### src/rtl/apb_global_pkg.sv
// Shared APB slave definitions: bus geometry defaults, FSM state encoding and
// transfer direction encoding used by the responder and its bench.
package apb_global_pkg;

    localparam int ADDRESS_WIDTH  = 32;
    localparam int DATA_WIDTH     = 32;
    localparam int MIN_ADDR_RANGE = 0;
    localparam int MAX_ADDR_RANGE = 32;
    localparam int WAIT_WIDTH     = 4;

    typedef enum logic [1:0] {
        IDLE_STATE   = 2'd0,
        SETUP_STATE  = 2'd1,
        ACCESS_STATE = 2'd2
    } operation_states_e;

    typedef enum logic {
        READ  = 1'b0,
        WRITE = 1'b1
    } tx_type_e;

endpackage : apb_global_pkg

### src/rtl/apb_slave_regfile.sv
// Word-addressed storage for the APB responder: byte-strobed synchronous write
// port, one combinational read port, whole array cleared by synchronous reset.
module apb_slave_regfile #(
    parameter int WORD_WIDTH  = 32,
    parameter int DEPTH       = 8,
    parameter int INDEX_WIDTH = 3
) (
    input  logic                    i_clk,
    input  logic                    i_rst,
    input  logic                    i_we,
    input  logic [INDEX_WIDTH-1:0]  i_waddr,
    input  logic [WORD_WIDTH/8-1:0] i_wstrb,
    input  logic [WORD_WIDTH-1:0]   i_wdata,
    input  logic [INDEX_WIDTH-1:0]  i_raddr,
    output logic [WORD_WIDTH-1:0]   o_rdata
);

    localparam int BYTES = WORD_WIDTH / 8;

    logic [WORD_WIDTH-1:0] r_mem [DEPTH];

    always_ff @(posedge i_clk) begin
        // NOTE: the array is reset word by word because software relies on
        // reading zeros after reset; that forces flops rather than a RAM macro.
        if (i_rst) begin
            for (int w = 0; w < DEPTH; w++) begin
                r_mem[w] <= '0;
            end
        end else if (i_we) begin
            for (int b = 0; b < BYTES; b++) begin
                if (i_wstrb[b]) begin
                    r_mem[i_waddr][8*b +: 8] <= i_wdata[8*b +: 8];
                end
            end
        end
    end

    assign o_rdata = r_mem[i_raddr];

endmodule : apb_slave_regfile

### src/rtl/apb_slave_responder.sv
// APB completer with programmable wait states, address-range/alignment error
// response and byte-strobed word storage. Bus outputs come from registers only.
module apb_slave_responder
    import apb_global_pkg::operation_states_e;
    import apb_global_pkg::IDLE_STATE;
    import apb_global_pkg::ACCESS_STATE;
    import apb_global_pkg::tx_type_e;
    import apb_global_pkg::READ;
    import apb_global_pkg::WRITE;
    import apb_global_pkg::WAIT_WIDTH;
#(
    parameter int ADDRESS_WIDTH  = apb_global_pkg::ADDRESS_WIDTH,
    parameter int DATA_WIDTH     = apb_global_pkg::DATA_WIDTH,
    parameter int MIN_ADDR_RANGE = apb_global_pkg::MIN_ADDR_RANGE,
    parameter int MAX_ADDR_RANGE = apb_global_pkg::MAX_ADDR_RANGE
) (
    input  logic                      pclk,
    input  logic                      preset,
    input  logic                      psel,
    input  logic                      penable,
    input  logic                      pwrite,
    input  logic [ADDRESS_WIDTH-1:0]  paddr,
    input  logic [DATA_WIDTH-1:0]     pwdata,
    input  logic [DATA_WIDTH/8-1:0]   pstrb,
    input  logic [2:0]                pprot,
    input  logic [WAIT_WIDTH-1:0]     cfg_wait_cycles,
    output logic [DATA_WIDTH-1:0]     prdata,
    output logic                      pready,
    output logic                      pslverr
);

    localparam int BYTES       = DATA_WIDTH / 8;
    localparam int STRB_LSB    = $clog2(BYTES);
    localparam int DEPTH       = (MAX_ADDR_RANGE - MIN_ADDR_RANGE) / BYTES;
    localparam int INDEX_WIDTH = (DEPTH > 1) ? $clog2(DEPTH) : 1;

    operation_states_e r_state;
    operation_states_e w_state_next;
    logic [WAIT_WIDTH-1:0] r_count;
    logic [WAIT_WIDTH-1:0] w_count_next;
    logic                  w_capture;

    logic [ADDRESS_WIDTH-1:0] r_addr;
    tx_type_e                 r_tx;
    logic [DATA_WIDTH-1:0]    r_wdata;
    logic [BYTES-1:0]         r_strb;
    logic [2:0]               r_prot;
    logic                     r_err;

    logic [ADDRESS_WIDTH-1:0] w_min;
    logic [ADDRESS_WIDTH-1:0] w_max;
    logic                     w_addr_err;
    logic                     w_done;
    logic                     w_we;
    logic [INDEX_WIDTH-1:0]   w_index;
    logic [DATA_WIDTH-1:0]    w_rdata;
    logic                     w_unused_prot;

    // Range bounds held in nets so the checks stay generic for any MIN/MAX.
    assign w_min = ADDRESS_WIDTH'(MIN_ADDR_RANGE);
    assign w_max = ADDRESS_WIDTH'(MAX_ADDR_RANGE);

    assign w_addr_err = (paddr < w_min) || (paddr >= w_max) ||
                        (paddr[STRB_LSB-1:0] != '0);

    // Protection attributes are captured for visibility but do not gate access.
    assign w_unused_prot = ^r_prot;

    always_ff @(posedge pclk) begin
        // NOTE: non-blocking assignments here so every register samples the
        // pre-edge values, independent of statement order.
        if (preset) begin
            r_state <= IDLE_STATE;
            r_count <= '0;
            r_addr  <= '0;
            r_tx    <= READ;
            r_wdata <= '0;
            r_strb  <= '0;
            r_prot  <= '0;
            r_err   <= 1'b0;
        end else begin
            r_state <= w_state_next;
            r_count <= w_count_next;
            if (w_capture) begin
                r_addr  <= paddr;
                r_tx    <= tx_type_e'(pwrite);
                r_wdata <= pwdata;
                r_strb  <= pstrb;
                r_prot  <= pprot;
                r_err   <= w_addr_err;
            end
        end
    end

    always_comb begin
        // NOTE: defaults first so no path through the case leaves a variable
        // unassigned, which would otherwise infer a latch.
        w_state_next = r_state;
        w_count_next = r_count;
        w_capture    = 1'b0;

        case (r_state)
            ACCESS_STATE: begin
                if (r_count == '0) begin
                    w_state_next = IDLE_STATE;
                end else if (psel && penable) begin
                    w_count_next = r_count - WAIT_WIDTH'(1);
                end else begin
                    w_state_next = IDLE_STATE;
                    w_count_next = '0;
                end
            end
            // IDLE and the unused SETUP encoding share the setup-phase decode.
            default: begin
                if (psel && !penable) begin
                    w_capture    = 1'b1;
                    w_count_next = cfg_wait_cycles;
                    w_state_next = ACCESS_STATE;
                end
            end
        endcase
    end

    assign w_done  = (r_state == ACCESS_STATE) && (r_count == '0);
    assign w_we    = w_done && (r_tx == WRITE) && !r_err;
    assign w_index = r_err ? '0
                           : INDEX_WIDTH'((r_addr - w_min) >> STRB_LSB);

    apb_slave_regfile #(
        .WORD_WIDTH  (DATA_WIDTH),
        .DEPTH       (DEPTH),
        .INDEX_WIDTH (INDEX_WIDTH)
    ) u_regfile (
        .i_clk   (pclk),
        .i_rst   (preset),
        .i_we    (w_we),
        .i_waddr (w_index),
        .i_wstrb (r_strb),
        .i_wdata (r_wdata),
        .i_raddr (w_index),
        .o_rdata (w_rdata)
    );

    assign pready  = w_done;
    assign pslverr = w_done && r_err;
    assign prdata  = (w_done && (r_tx == READ) && !r_err) ? w_rdata : '0;

endmodule : apb_slave_responder

### config.mk
export PLATFORM = sky130hd
export DESIGN_NAME = apb_slave_responder
export DESIGN_NICKNAME = d
export VERILOG_FILES = /design/src/rtl/apb_global_pkg.sv /design/src/rtl/apb_slave_regfile.sv /design/src/rtl/apb_slave_responder.sv
export SDC_FILE = /design/constraint.sdc
export NUM_CORES = 1
export LEC_CHECK = 0
export ABC_CLOCK_PERIOD_IN_PS = 5100
export CORE_ASPECT_RATIO = 1.5
export CORE_MARGIN = 2
export CORE_UTILIZATION = 25
export DETAILED_ROUTE_END_ITERATION = 8
export GPL_ROUTABILITY_DRIVEN = 0
export GPL_TIMING_DRIVEN = 0
export PLACE_DENSITY = 0.41
export RECOVER_POWER = 25
export SETUP_SLACK_MARGIN = 0.4
export SLEW_MARGIN = 30
export SYNTH_ARGS = -nofsm -noshare
export SYNTH_HDL_FRONTEND = slang
export SYNTH_SLANG_ARGS = --single-unit
export TNS_END_PERCENT = 50
### constraint.sdc
create_clock -name pclk -period 5.1 [get_ports pclk]
set_input_delay 1.02 -clock pclk [delete_from_list [all_inputs] [get_ports pclk]]
set_output_delay 1.02 -clock pclk [all_outputs]
set_load 0.05 [all_outputs]
# ---- Word-level counts from Yosys, hierarchy flattened
# Memory sizes are Yosys's and may differ from the RTL's.
# Cells that the tools add are included.
dict set report totals {
  reg_bits 49
  ramBits 256
  inputBits 80
  wordCells 66
  memories 1
}
dict set report classes {
  n_addsub 1
  magnitude_cmp 2
  eq_ne 3
  muxes 33
  n_bitwise 1
  reduce_logical 18
}
# name depth width read_ports rd_ports_with_merged_regs wr line
set memory_table {}
lappend memory_table {u_regfile.r_mem 8 32 1 0 8 apb_slave_regfile.sv:20} ;# logic [WORD_WIDTH-1:0] r_mem [DEPTH];
# op n
set op_table {}
lappend op_table {{32-bit two-way mux} 2}
lappend op_table {{32-bit by 6-bit greater-or-equal comparator with 1-bit output, second input constant} 1}
lappend op_table {{32-bit by 1-bit less-than comparator with 1-bit output, second input constant} 1}
lappend op_table {{32-bit OR reduction} 1}
lappend op_table {{1-bit two-way mux} 20}
lappend op_table {{4-bit two-way mux} 5}
lappend op_table {{1-bit logical AND} 8}
lappend op_table {{2-bit two-way mux} 4}
lappend op_table {{3-bit two-way mux} 2}
lappend op_table {{4-bit logical NOT} 1}
lappend op_table {{2-bit AND reduction} 2}
lappend op_table {{2-bit nonzero test} 2}
lappend op_table {{4-bit by 1-bit subtractor with 4-bit output, second input constant} 1}
lappend op_table {{3-bit inequality test, second input constant} 1}
lappend op_table {{2-bit equality test, second input constant} 1}
lappend op_table {{1-bit logical NOT} 2}
lappend op_table {{1-bit logical OR} 2}
lappend op_table {{2-bit inequality test, second input constant} 1}
lappend op_table {{1-bit inverter} 1}

# ---- Longest topological paths before layout
# Gate-level depths: netlist (run 1).
dict set report logic_depth {
  depth_word 9
  mapped_depth 8
  ltp_nobuf 7
}

# ---- By module
# Synthesis (run 1) repeated with hierarchy kept, for this count alone.
dict set report hier_totals {
  hier_cells 1037
  area_unflattened_um2 13878.3
}
# module instances cells_each area_per_inst_um2 seq_area_each_um2
set modules_own_cells {}
lappend modules_own_cells {apb_slave_regfile 1 767 11782.6 7687.4}
lappend modules_own_cells {apb_slave_responder 1 270 2095.8 920.9}

# ---- Worst setup path before layout (run 1)
# OpenSTA, ideal clock, no wires.
dict set report synth_path {
  path_type {register -> output}
  startpoint {reg r_count[0]}
  endpoint {out prdata[0]}
  t_arrival_ns 2.936
  required_ns 4.080
  setup_slack_ns 1.144
  stages_incl_launch_ff 7
  n_path_buf 1
  cell_sequence {dfxtp_1 > inv_1 > ha_1 > nand4bb_4 > or3_1 > buf_6 > a2111oi_1}
}
dict set report synth_via {
  elab_chain_cells 5
}
# item line
set synth_rtl {}
lappend synth_rtl {{start, declared} apb_slave_responder.sv:39} ;# logic [WAIT_WIDTH-1:0] r_count;
lappend synth_rtl {{start signal, assigned} apb_slave_responder.sv:83} ;# r_count <= w_count_next;
lappend synth_rtl {{4-bit logical NOT} apb_slave_responder.sv:124} ;# assign w_done = (r_state == ACCESS_STATE) && (r_count == '0);
lappend synth_rtl {{1-bit logical AND} apb_slave_responder.sv:124}
lappend synth_rtl {{1-bit logical AND (2 in a row)} apb_slave_responder.sv:146} ;# assign prdata = (w_done && (r_tx == READ) && !r_err) ? w_rdata : '0;
lappend synth_rtl {{32-bit two-way mux} apb_slave_responder.sv:146}
lappend synth_rtl {{end, declared} apb_slave_responder.sv:27} ;# output logic [DATA_WIDTH-1:0] prdata,
# No other way between the ends.

# ---- Worst setup path in the final report (run 1)
dict set report layout_path {
  startpoint {reg r_err}
  endpoint {out prdata[3]}
}
dict set report layout_via {
  elab_chain_cells 3
  elab_cells_between_ends 5
}
# item line
set layout_rtl {}
lappend layout_rtl {{start, declared} apb_slave_responder.sv:48} ;# logic r_err;
lappend layout_rtl {{start signal, assigned} apb_slave_responder.sv:90} ;# r_err <= w_addr_err;
lappend layout_rtl {{3-bit two-way mux / 1-bit logical NOT (equally long branches)} {apb_slave_responder.sv:126, apb_slave_responder.sv:146}}
lappend layout_rtl {{memory read 8 x 32 bit / 1-bit logical AND (equally long branches)} --}
lappend layout_rtl {{32-bit two-way mux (*)} apb_slave_responder.sv:146}
# Mark *: on every way between the ends. The rest lies on a longest branch, timed or not.

==> results of run 1 <==
[logic make-up (layout without fill, tap and decap cells)]
family	count (synthesis)	in the layout	share of synthesized area, %
flip-flops	302	302	61.9
adder cells (fa/ha/maj)	2	2	0.180
XOR/XNOR	2	2	0.126
other	0	1	0
multiplexers	50	50	4.28
buffers and inverters	68	239	2.63
AO/OA/AOI/OAI	177	177	8.18
AND/OR/NAND/NOR	499	499	22.7
[what timing repair did]
action	4_1_cts	5_1_grt
endpoints found under the setup margin	18	11
setup buffers	0	0
gates resized for setup	9	5
[state kept, by name (all words and copies together), names as in the netlist]
| name | cells |
|---|---|
| r_strb | 4 |
| r_wdata | 32 |
| r_tx | 1 |
| u_regfile.r_mem | 256 |
| r_count | 4 |
| r_err | 1 |
| r_addr | 3 |
| r_state | 1 |
[power breakdown]
part / switching, uW / internal (uW) / leakage [uW]
registers: 58.3 / 2750 / 0.00303
clock network: 1030 / 1410 / 0.000529
logic: 295 / 172 / 0.00237
[stage by stage]
stage | hold WS (ns) | instances | worst slack, ns | cell area [um2]
floorplan | 0.469 | 1100 | 1.14 | 13900
global placement | 0.498 | 1905 | 0.527 | 15900
detailed placement | 0.506 | 1905 | 0.490 | 15900
CTS | 0.513 | 1966 | 0.173 | 17000
global route | 0.529 | 1966 | 0.270 | 16700
finish | 0.519 | 1967 | 0.375 | 16700
[final timing paths]
check / end / cells past startpoint
max: prdata[3] / 7
min: r_count[1] / 2
max reg2reg: u_regfile.r_mem[1][21] / 6
min reg2reg: r_count[1] / 2
[layout by cell type, fill, tap and decap left out, types with 4 or more instances in the layout]
cell | Yosys | routed
a221o_1 | 5 | 5
o22ai_1 | 48 | 48
a2111oi_1 | 6 | 5
buf_6 | 7 | 7
clkdlybuf4s50_1 | 0 | 98
and2_0 | 0 | 62
mux2i_1 | 20 | 20
and2_1 | 225 | 163
nor2_1 | 26 | 47
a21o_1 | 4 | 4
o221ai_1 | 15 | 15
clkbuf_1 | 27 | 38
inv_1 | 8 | 8
dlygate4sd2_1 | 0 | 5
clkinv_2 | 0 | 6
nand3_1 | 5 | 5
nand4b_1 | 0 | 4
nor4_1 | 7 | 7
nor4_2 | 10 | 10
edfxtp_1 | 256 | 256
buf_2 | 18 | 16
mux4_2 | 5 | 5
mux2_2 | 25 | 25
a21oi_1 | 54 | 54
dfxtp_1 | 46 | 46
or2_2 | 29 | 29
and3_1 | 34 | 34
nor3_1 | 4 | 4
nor2_4 | 28 | 7
o21ai_0 | 20 | 20
dlymetal6s2s_1 | 0 | 5
nand2_1 | 101 | 101
clkbuf_16 | 0 | 37
a211oi_1 | 16 | 16
nand2b_1 | 4 | 4
clkbuf_2 | 0 | 4
[area by class of cell]
type / count / share of cell area [%]
Antenna cell: 1 / 0.0150
Buffer: 59 / 1.95
Clock buffer: 49 / 5.92
Clock inverter: 12 / 0.523
Inverter: 9 / 0.202
Multi-Input combinational cell: 730 / 28.1
Sequential cell: 302 / 51.4
Tap cell: 695 / 5.20
Timing Repair Buffer: 110 / 6.62
[critical path: cells and delay by family (launching register included)]
| kind | cells | cell delay [ns] |
|---|---|---|
| buffers and inverters | 4 | 1.85 |
| AO/OA/AOI/OAI | 2 | 0.49 |
| AND/OR/NAND/NOR | 1 | 0.44 |
| flip-flops | 1 | 0.38 |
[cell usage after synthesis (3+ instances only)]
| master | n |
|---|---|
| edfxtp_1 | 256 |
| and2_1 | 225 |
| nand2_1 | 101 |
| a21oi_1 | 54 |
| o22ai_1 | 48 |
| dfxtp_1 | 46 |
| and3_1 | 34 |
| or2_2 | 29 |
| nor2_4 | 28 |
| clkbuf_1 | 27 |
| nor2_1 | 26 |
| mux2_2 | 25 |
| mux2i_1 | 20 |
| o21ai_0 | 20 |
| buf_2 | 18 |
| a211oi_1 | 16 |
| o221ai_1 | 15 |
| nor4_2 | 10 |
| inv_1 | 8 |
| buf_6 | 7 |
| nor4_1 | 7 |
| a2111oi_1 | 6 |
| a221o_1 | 5 |
| buf_4 | 5 |
| mux4_2 | 5 |
| nand3_1 | 5 |
| a21o_1 | 4 |
| nand2b_1 | 4 |
| nand4b_4 | 4 |
| nor3_1 | 4 |
| a2bb2oi_1 | 3 |
| nor2b_1 | 3 |
[per-layer routing]
metal  vias up  track usage [%]  routed length, um
li1       4310                -                  -
met1      4710             20.7              19900
met2       281             30.9              25400
met3        75             1.96               2140
met4         0             5.71               1540
met5         -                0                  0
==> impl_metrics.tcl, run 1 <==
set metrics [dict create \
    synth_area_mm2 0.0139 \
    post_drt_via_cell_ratio 4.77 \
    die_area_mm2 0.0575 \
    synth-seq-cells 302 \
    cts_tree "built" \
    portBuffers 110 \
    start_kind "flop" \
    die_y_um 293 \
    crit_type "flop to output port" \
    yosysTopAreaCell "edfxtp_1" \
    cts_sinks 302 \
    drc_errors 0 \
    maxSlewViolCount 0 \
    critPathArrivalTime_ns 3.70 \
    overflow 0 \
    num_rows 105 \
    path_cells "buf_6, inv_1, clkbuf_1, a21oi_1, a221o_1, nor4_2, clkdlybuf4s50_1" \
    seq_area_mm2 0.00861 \
    die_w_um 197 \
    yosys_warnings 0 \
    layout_worst_path_cycle_share_pct 92.6 \
    period_minus_slack_ns 4.72 \
    required_ns 4.08 \
    rsz0062_at_grt "yes" \
    antenna_found_initial 3 \
    crit_start "r_err" \
    grt_start_max_net_pins 14 \
    hold_violations 0 \
    areaGrowthSynthToFinish_pct 20.4 \
    wl_per_cell_um 24.9 \
    dp_hpwl_um 34100 \
    synth_top_area_share_pct 55.3 \
    initial_core_util_pct 25.4 \
    coreArea_mm2 0.0548 \
    finish.utilization_pct 30.6 \
    via_count 9376 \
    grt_pass1_wl_um 69000 \
    slowest_stage "clkdlybuf4s50_1" \
    drtIter0Drc 485 \
    power_density_mw_per_mm2 341 \
    nNetsFinal 1328 \
    routed_wl_um 49000 \
    synthTopCellsByArea "edfxtp_1 55%, and2_1 10%, dfxtp_1 6.6%" \
    async_flop_share_pct 0 \
    multi_input_area_mm2 0.00471 \
    fillCellCount 5557 \
    syn_avg_cell_area_um2 12.6 \
    ys.flop_type "edfxtp_1" \
    clk_root_buffer_cell "clkbuf_16" \
    clk_path_buf_depth 3 \
    r2r-start "r_addr[4]" \
    syn_nets 1182 \
    synth_cells 1100 \
    hold_start "r_count[1]" \
    clkTransAtPathRegs_ns 0.06 \
    hp-class "flop to flop" \
    postRouteAntennaNets 0 \
    p_total_uw 5720 \
    drive_above_1_share_pct 13.2 \
    cp-end-kind "output port" \
    fmax_mhz 212 \
    slew_headroom_pct 27.2 \
    synth-edff-count 256 \
    worstPathMaxFanout 10 \
    cap_violations 0 \
    yosysSeqAreaShare_pct 61.9 \
    dr.pass1.iters 5 \
    finClkSkew_ns 0.0157 \
    power_leakage_uw 0.00592 \
    grt_pass1_vias 9602 \
    boundaryPins 114 \
    h-tree-depth 2 \
    worst-slew-pin-transition_ns 1.09 \
    cts_hold_buf 0 \
    setup_viol 0 \
    clk_latency_ns 0.53 \
    gr-usage-all-layers_pct 17.0 \
    vdd_drop_max_uv 177 \
    cts_inserted_buffers 34 \
    status "finished, final reports clean" \
    synth.distinct_cells 61 \
    fin_tns_setup_ns 0 \
    reg2reg_setup_slack_ns 1.74 \
    cp_slowest_stage_delay_ns 0.89 \
]
Power figures use the tool's default switching activity.
==> inputs of run 2 (changes only) <==
--- a/config.mk
+++ b/config.mk
@@ -13,7 +13,7 @@
 export GPL_ROUTABILITY_DRIVEN = 0
 export GPL_TIMING_DRIVEN = 0
 export PLACE_DENSITY = 0.41
-export RECOVER_POWER = 25
+export REMOVE_ABC_BUFFERS = 1
 export SETUP_SLACK_MARGIN = 0.4
 export SLEW_MARGIN = 30
 export SYNTH_ARGS = -nofsm -noshare
==> run 2 against run 1 <==
Effect of this change: clock-buffer cell count decreased by 5; sequential power about the same; critical endpoint is now prdata[23]; global-route usage is 2.3 points lower; highest routed layer unchanged; die area is the same; utilization increased by 0.21 points; first-iteration DRC count fell by 6.6%; clock power decreased by 6%; largest power group unchanged; critical path type unchanged; largest cell class unchanged; setup slack better by 0.12 ns.
==> impl_metrics.tcl, run 2 (synthesis results as in run 1) <==
set metrics [dict create \
    routed_wl_um 42400 \
    cts_inserted_buffers 29 \
    worst-slew-pin-transition_ns 0.772 \
    finish.utilization_pct 30.8 \
    nNetsFinal 1276 \
    largest_reg_flops 256 \
    power_leakage_uw 0.00598 \
    wl_per_cell_um 22.2 \
    cts_hold_buf 0 \
    boundaryPins 114 \
    antenna_found_initial 0 \
    period_minus_slack_ns 4.60 \
    areaGrowthSynthToFinish_pct 21.3 \
    power_density_mw_per_mm2 329 \
    met1_usage_pct 17.5 \
    grt_pass1_vias 9220 \
    hp-class "flop to flop" \
    dp_hpwl_um 28900 \
    slew_headroom_pct 48.4 \
    worstPathMaxFanout 20 \
    num_rows 105 \
    hold_violations 0 \
    vdd_drop_max_uv 237 \
    max_flop_register "u_regfile.r_mem" \
    clkTransAtPathRegs_ns 0.07 \
    drive_above_1_share_pct 15.5 \
    finClkSkew_ns 0.0112 \
    drtIter0Drc 453 \
    initial_core_util_pct 25.4 \
    cap_violations 0 \
    cp-end-kind "output port" \
    maxSlewViolCount 0 \
    final_cell_mix "256 x edfxtp_1, 224 x and2_1, 100 x nand2_1" \
    status "finished, final reports clean" \
    dr.pass1.iters 5 \
    cts_sinks 302 \
    grt_start_max_net_pins 50 \
    via_count 8807 \
    post_drt_via_cell_ratio 4.61 \
    start_kind "flop" \
    crit_type "flop to output port" \
    setup_viol 0 \
    die_w_um 197 \
    grt_pass1_wl_um 61900 \
    postRouteAntennaNets 0 \
    layout_worst_path_cycle_share_pct 90.2 \
    cts_tree "built" \
    diodes 0 \
    clk_path_buf_depth 3 \
    gr-usage-all-layers_pct 14.7 \
    timing.final.ws_setup_ns 0.500 \
    coreArea_mm2 0.0548 \
    clk_root_buffer_cell "clkbuf_16" \
    top_usage_layer "met2" \
    portBuffers 110 \
    h-tree-depth 1 \
    die_y_um 293 \
    critPathArrivalTime_ns 3.58 \
    dp_slack_ns 0.214 \
    reg_top3 "u_regfile.r_mem (256), r_wdata (32)" \
    drc_errors 0 \
    overflow 0 \
    p_total_uw 5540 \
    met2_usage_pct 28.0 \
    required_ns 4.08 \
    final_cells 1911 \
    fmax_mhz 217 \
    place_inst 1856 \
    die_area_mm2 0.0575 \
    grtUsageMet3_pct 1.49 \
    clk_latency_ns 0.56 \
    rsz0062_at_grt "yes" \
    layout_commonest_cell "edfxtp_1" \
]
==> run 2: through the flow <==
stage	setup TNS [ns]	instance area, um2	hold WS, ns
final	0	16900	0.526
after global routing	0	16900	0.548
after global placement	-303.86	15500	0.505
after CTS	0	16800	0.524
after detailed placement	0	15800	0.516
after floorplan	-1.57	13600	0.463
==> run 2: area by class of cell <==
| class | count | area, um2 |
|---|---|---|
| Timing Repair Buffer | 122 | 1330 |
| Clock inverter | 9 | 96.3 |
| Sequential cell | 302 | 8620 |
| Inverter | 9 | 37.5 |
| Multi-Input combinational cell | 730 | 4990 |
| Fill cell | 5447 | 37900 |
| Tap cell | 695 | 870 |
| Clock buffer | 44 | 917 |
==> run 2: where the power goes <==
| part | internal [uW] | leakage [uW] | switching (uW) | total, uW |
|---|---|---|---|---|
| logic | 174 | 0.00244 | 249 | 423 |
| clock network | 1340 | 0.000506 | 946 | 2290 |
| registers | 2750 | 0.00303 | 78.3 | 2830 |
| total | 4270 | 0.00598 | 1270 | 5540 |
==> run 2: worst paths after layout <==
path                                  from                    end  slack, ns  cells after the start
worst min register to register  r_count[1]             r_count[1]       0.53                      2
worst max register to register   r_addr[2]  u_regfile.r_mem[1][3]       2.11                      5
worst min-delay path            r_count[1]             r_count[1]       0.53                      2
worst max-delay path             r_addr[3]             prdata[23]       0.50                      5
==> run 2: metal layers <==
metal / part of all wire, % / up-vias
li1: - / 4206
met3: 3.1 / 48
met4: 2.0 / 0
met5: 0 / -
met2: 54 / 169
met1: 41 / 4384
==> run 2: critical path, stage by stage (launching register included) <==
cell             delay (ns)
dfxtp_4                0.61
nand2b_1               0.55
o22ai_1                0.22
a221o_1                0.40
nor4_2                 0.37
clkdlybuf4s50_1        0.87
==> run 2: timing repair <==
item,4_1_cts,5_1_grt
gates resized for setup,17,3
endpoints found under the setup margin,32,10
buffers inserted,2,0
==> inputs of run 3 (changes only) <==
--- a/config.mk
+++ b/config.mk
@@ -5,7 +5,7 @@
 export SDC_FILE = /design/constraint.sdc
 export NUM_CORES = 1
 export LEC_CHECK = 0
-export ABC_CLOCK_PERIOD_IN_PS = 5100
+export ABC_CLOCK_PERIOD_IN_PS = 5200
 export CORE_ASPECT_RATIO = 1.5
 export CORE_MARGIN = 2
 export CORE_UTILIZATION = 25
==> constraint.sdc (replaced) <==
create_clock -name pclk -period 5.2 [get_ports pclk]
set_input_delay 1.04 -clock pclk [delete_from_list [all_inputs] [get_ports pclk]]
set_output_delay 1.04 -clock pclk [all_outputs]
set_load 0.05 [all_outputs]
==> run 3 against run 2 <==
Effect of this change: register-to-register slack improved by 0.10 ns; combinational power shrank 2%; first-iteration DRC count did not move; clock power down 2%; total power is 1.9% lower; via count unchanged; critical path type unchanged; setup slack worse by 0.014 ns; die area stayed put.
==> impl_metrics.tcl, run 3 (synthesis results as in run 1) <==
set metrics [dict create \
    coreArea_mm2 0.0548 \
    hold_start "r_count[1]" \
    final_cell_mix "256 x edfxtp_1, 224 x and2_1, 100 x nand2_1, 100 x clkdlybuf4s50_1, 54 x a21oi_1" \
    diodes 0 \
    clk_path_buf_depth 3 \
    dp_slack_ns 0.294 \
    power_density_mw_per_mm2 322 \
    fillCellCount 5444 \
    period_minus_slack_ns 4.71 \
    met2_usage_pct 28.0 \
    initial_core_util_pct 25.4 \
    start_kind "flop" \
    setup_viol 0 \
    critPathArrivalTime_ns 3.67 \
    clk_latency_ns 0.56 \
    reg_top3 "u_regfile.r_mem (256), r_wdata (32)" \
    portBuffers 110 \
    via_count 8807 \
    largest_reg_flops 256 \
    required_ns 4.16 \
    worstPathMaxFanout 22 \
    num_rows 105 \
    gr-usage-all-layers_pct 14.7 \
    slowest_stage "clkdlybuf4s50_1" \
    worst-slew-pin-transition_ns 0.772 \
    finClkSkew_ns 0.0112 \
    nNetsFinal 1276 \
    boundaryPins 114 \
    path_cells "or3_4, and2_2, buf_16, nor2_1, nor4_1, clkdlybuf4s50_1" \
    die_y_um 293 \
    die_w_um 197 \
    dp_hpwl_um 28900 \
    cp_num_buf_inv 2 \
    max_flop_register "u_regfile.r_mem" \
    cts_tree "built" \
    cp-end-kind "output port" \
    layout_worst_path_cycle_share_pct 90.6 \
    grt_pass1_vias 9220 \
    die_area_mm2 0.0575 \
    layout_commonest_cell "edfxtp_1" \
    wl_per_cell_um 22.2 \
    top_usage_layer "met2" \
    fmax_mhz 212 \
    hold_violations 0 \
    cap_violations 0 \
    maxSlewViolCount 0 \
    timing.final.ws_setup_ns 0.486 \
    crit_type "flop to output port" \
    cts_hold_buf 0 \
    h-tree-depth 1 \
    status "finished, final reports clean" \
    grt_start_max_net_pins 50 \
    power_leakage_uw 0.00596 \
    crit_start "r_addr[2]" \
    post_drt_via_cell_ratio 4.61 \
    drc_errors 0 \
    hp-class "flop to flop" \
    areaGrowthSynthToFinish_pct 21.3 \
    postRouteAntennaNets 0 \
    clk_root_buffer_cell "clkbuf_16" \
    r2r-start "r_addr[2]" \
    grtUsageMet3_pct 1.49 \
    cts_sinks 302 \
    p_total_uw 5430 \
    drtIter0Drc 453 \
    slew_headroom_pct 48.4 \
    clkTransAtPathRegs_ns 0.07 \
    vdd_drop_max_uv 232 \
    dr.pass1.iters 5 \
    cp_slowest_stage_delay_ns 0.90 \
    fin_tns_setup_ns 0 \
    rsz0062_at_grt "yes" \
    met1_usage_pct 17.5 \
    antenna_found_initial 0 \
    cts_inserted_buffers 29 \
    drive_above_1_share_pct 15.5 \
    routed_wl_um 42400 \
    overflow 0 \
    grt_pass1_wl_um 61900 \
    cpLargestDelayFamily "simple AND/OR/NAND/NOR gates" \
]
[run 3: metrics by stage]
step           util, %  cells  hold WS, ns  area, um2
2_1_floorplan        -   1041        0.463      13600
3_5_place_dp      28.8   1856        0.516      15800
3_3_place_gp      28.4   1846        0.505      15500
4_1_cts           30.7   1911        0.524      16800
6_report          30.8   1911        0.526      16900
5_1_grt           30.8   1911        0.548      16900
[run 3: repair_timing]
| action | CTS | global route |
|---|---|---|
| endpoints found under the setup margin | 32 | 8 |
| setup buffers | 2 | 0 |
| gates resized for setup | 13 | 3 |
[run 3: area by class of cell]
cell class	count	area (um2)	share of cell area (%)
Multi-Input combinational cell	730	4990	29.6
Timing Repair Buffer	122	1330	7.89
Sequential cell	302	8620	51.1
Inverter	9	37.5	0.223
Tap cell	695	870	5.16
Clock inverter	9	96.3	0.571
Clock buffer	44	917	5.44
[run 3: worst register-to-register path, delay by kind of cell (launching register included)]
| kind | cells | cell delay (ns) |
|---|---|---|
| AO/OA/AOI/OAI | 1 | 0.44 |
| buffers and inverters | 2 | 0.47 |
| flip-flops | 1 | 0.63 |
| AND/OR/NAND/NOR | 2 | 1.10 |
[run 3: worst paths after layout]
kind                           endpoint  slack (ns)  depth (start not counted)
hold / removal               r_count[1]        0.53                          2
hold reg to reg              r_count[1]        0.53                          2
setup / recovery              prdata[2]        0.49                          6
setup reg to reg  u_regfile.r_mem[1][3]        2.21                          5
[run 3: where the power goes]
group          switching, uW  leakage, uW  internal, uW
Combinational            244      0.00242           171
Clock                    928     0.000506          1320
Sequential              76.8      0.00303          2700
Total                   1250      0.00596          4190
[run 3: metal layers]
layer	vias to the layer above	share of wire, %	routed length [um]
met5	-	0	0
met4	0	2.1	870
met3	48	3.1	1310
met2	169	54	22700
met1	4384	41	17500
li1	4206	-	-
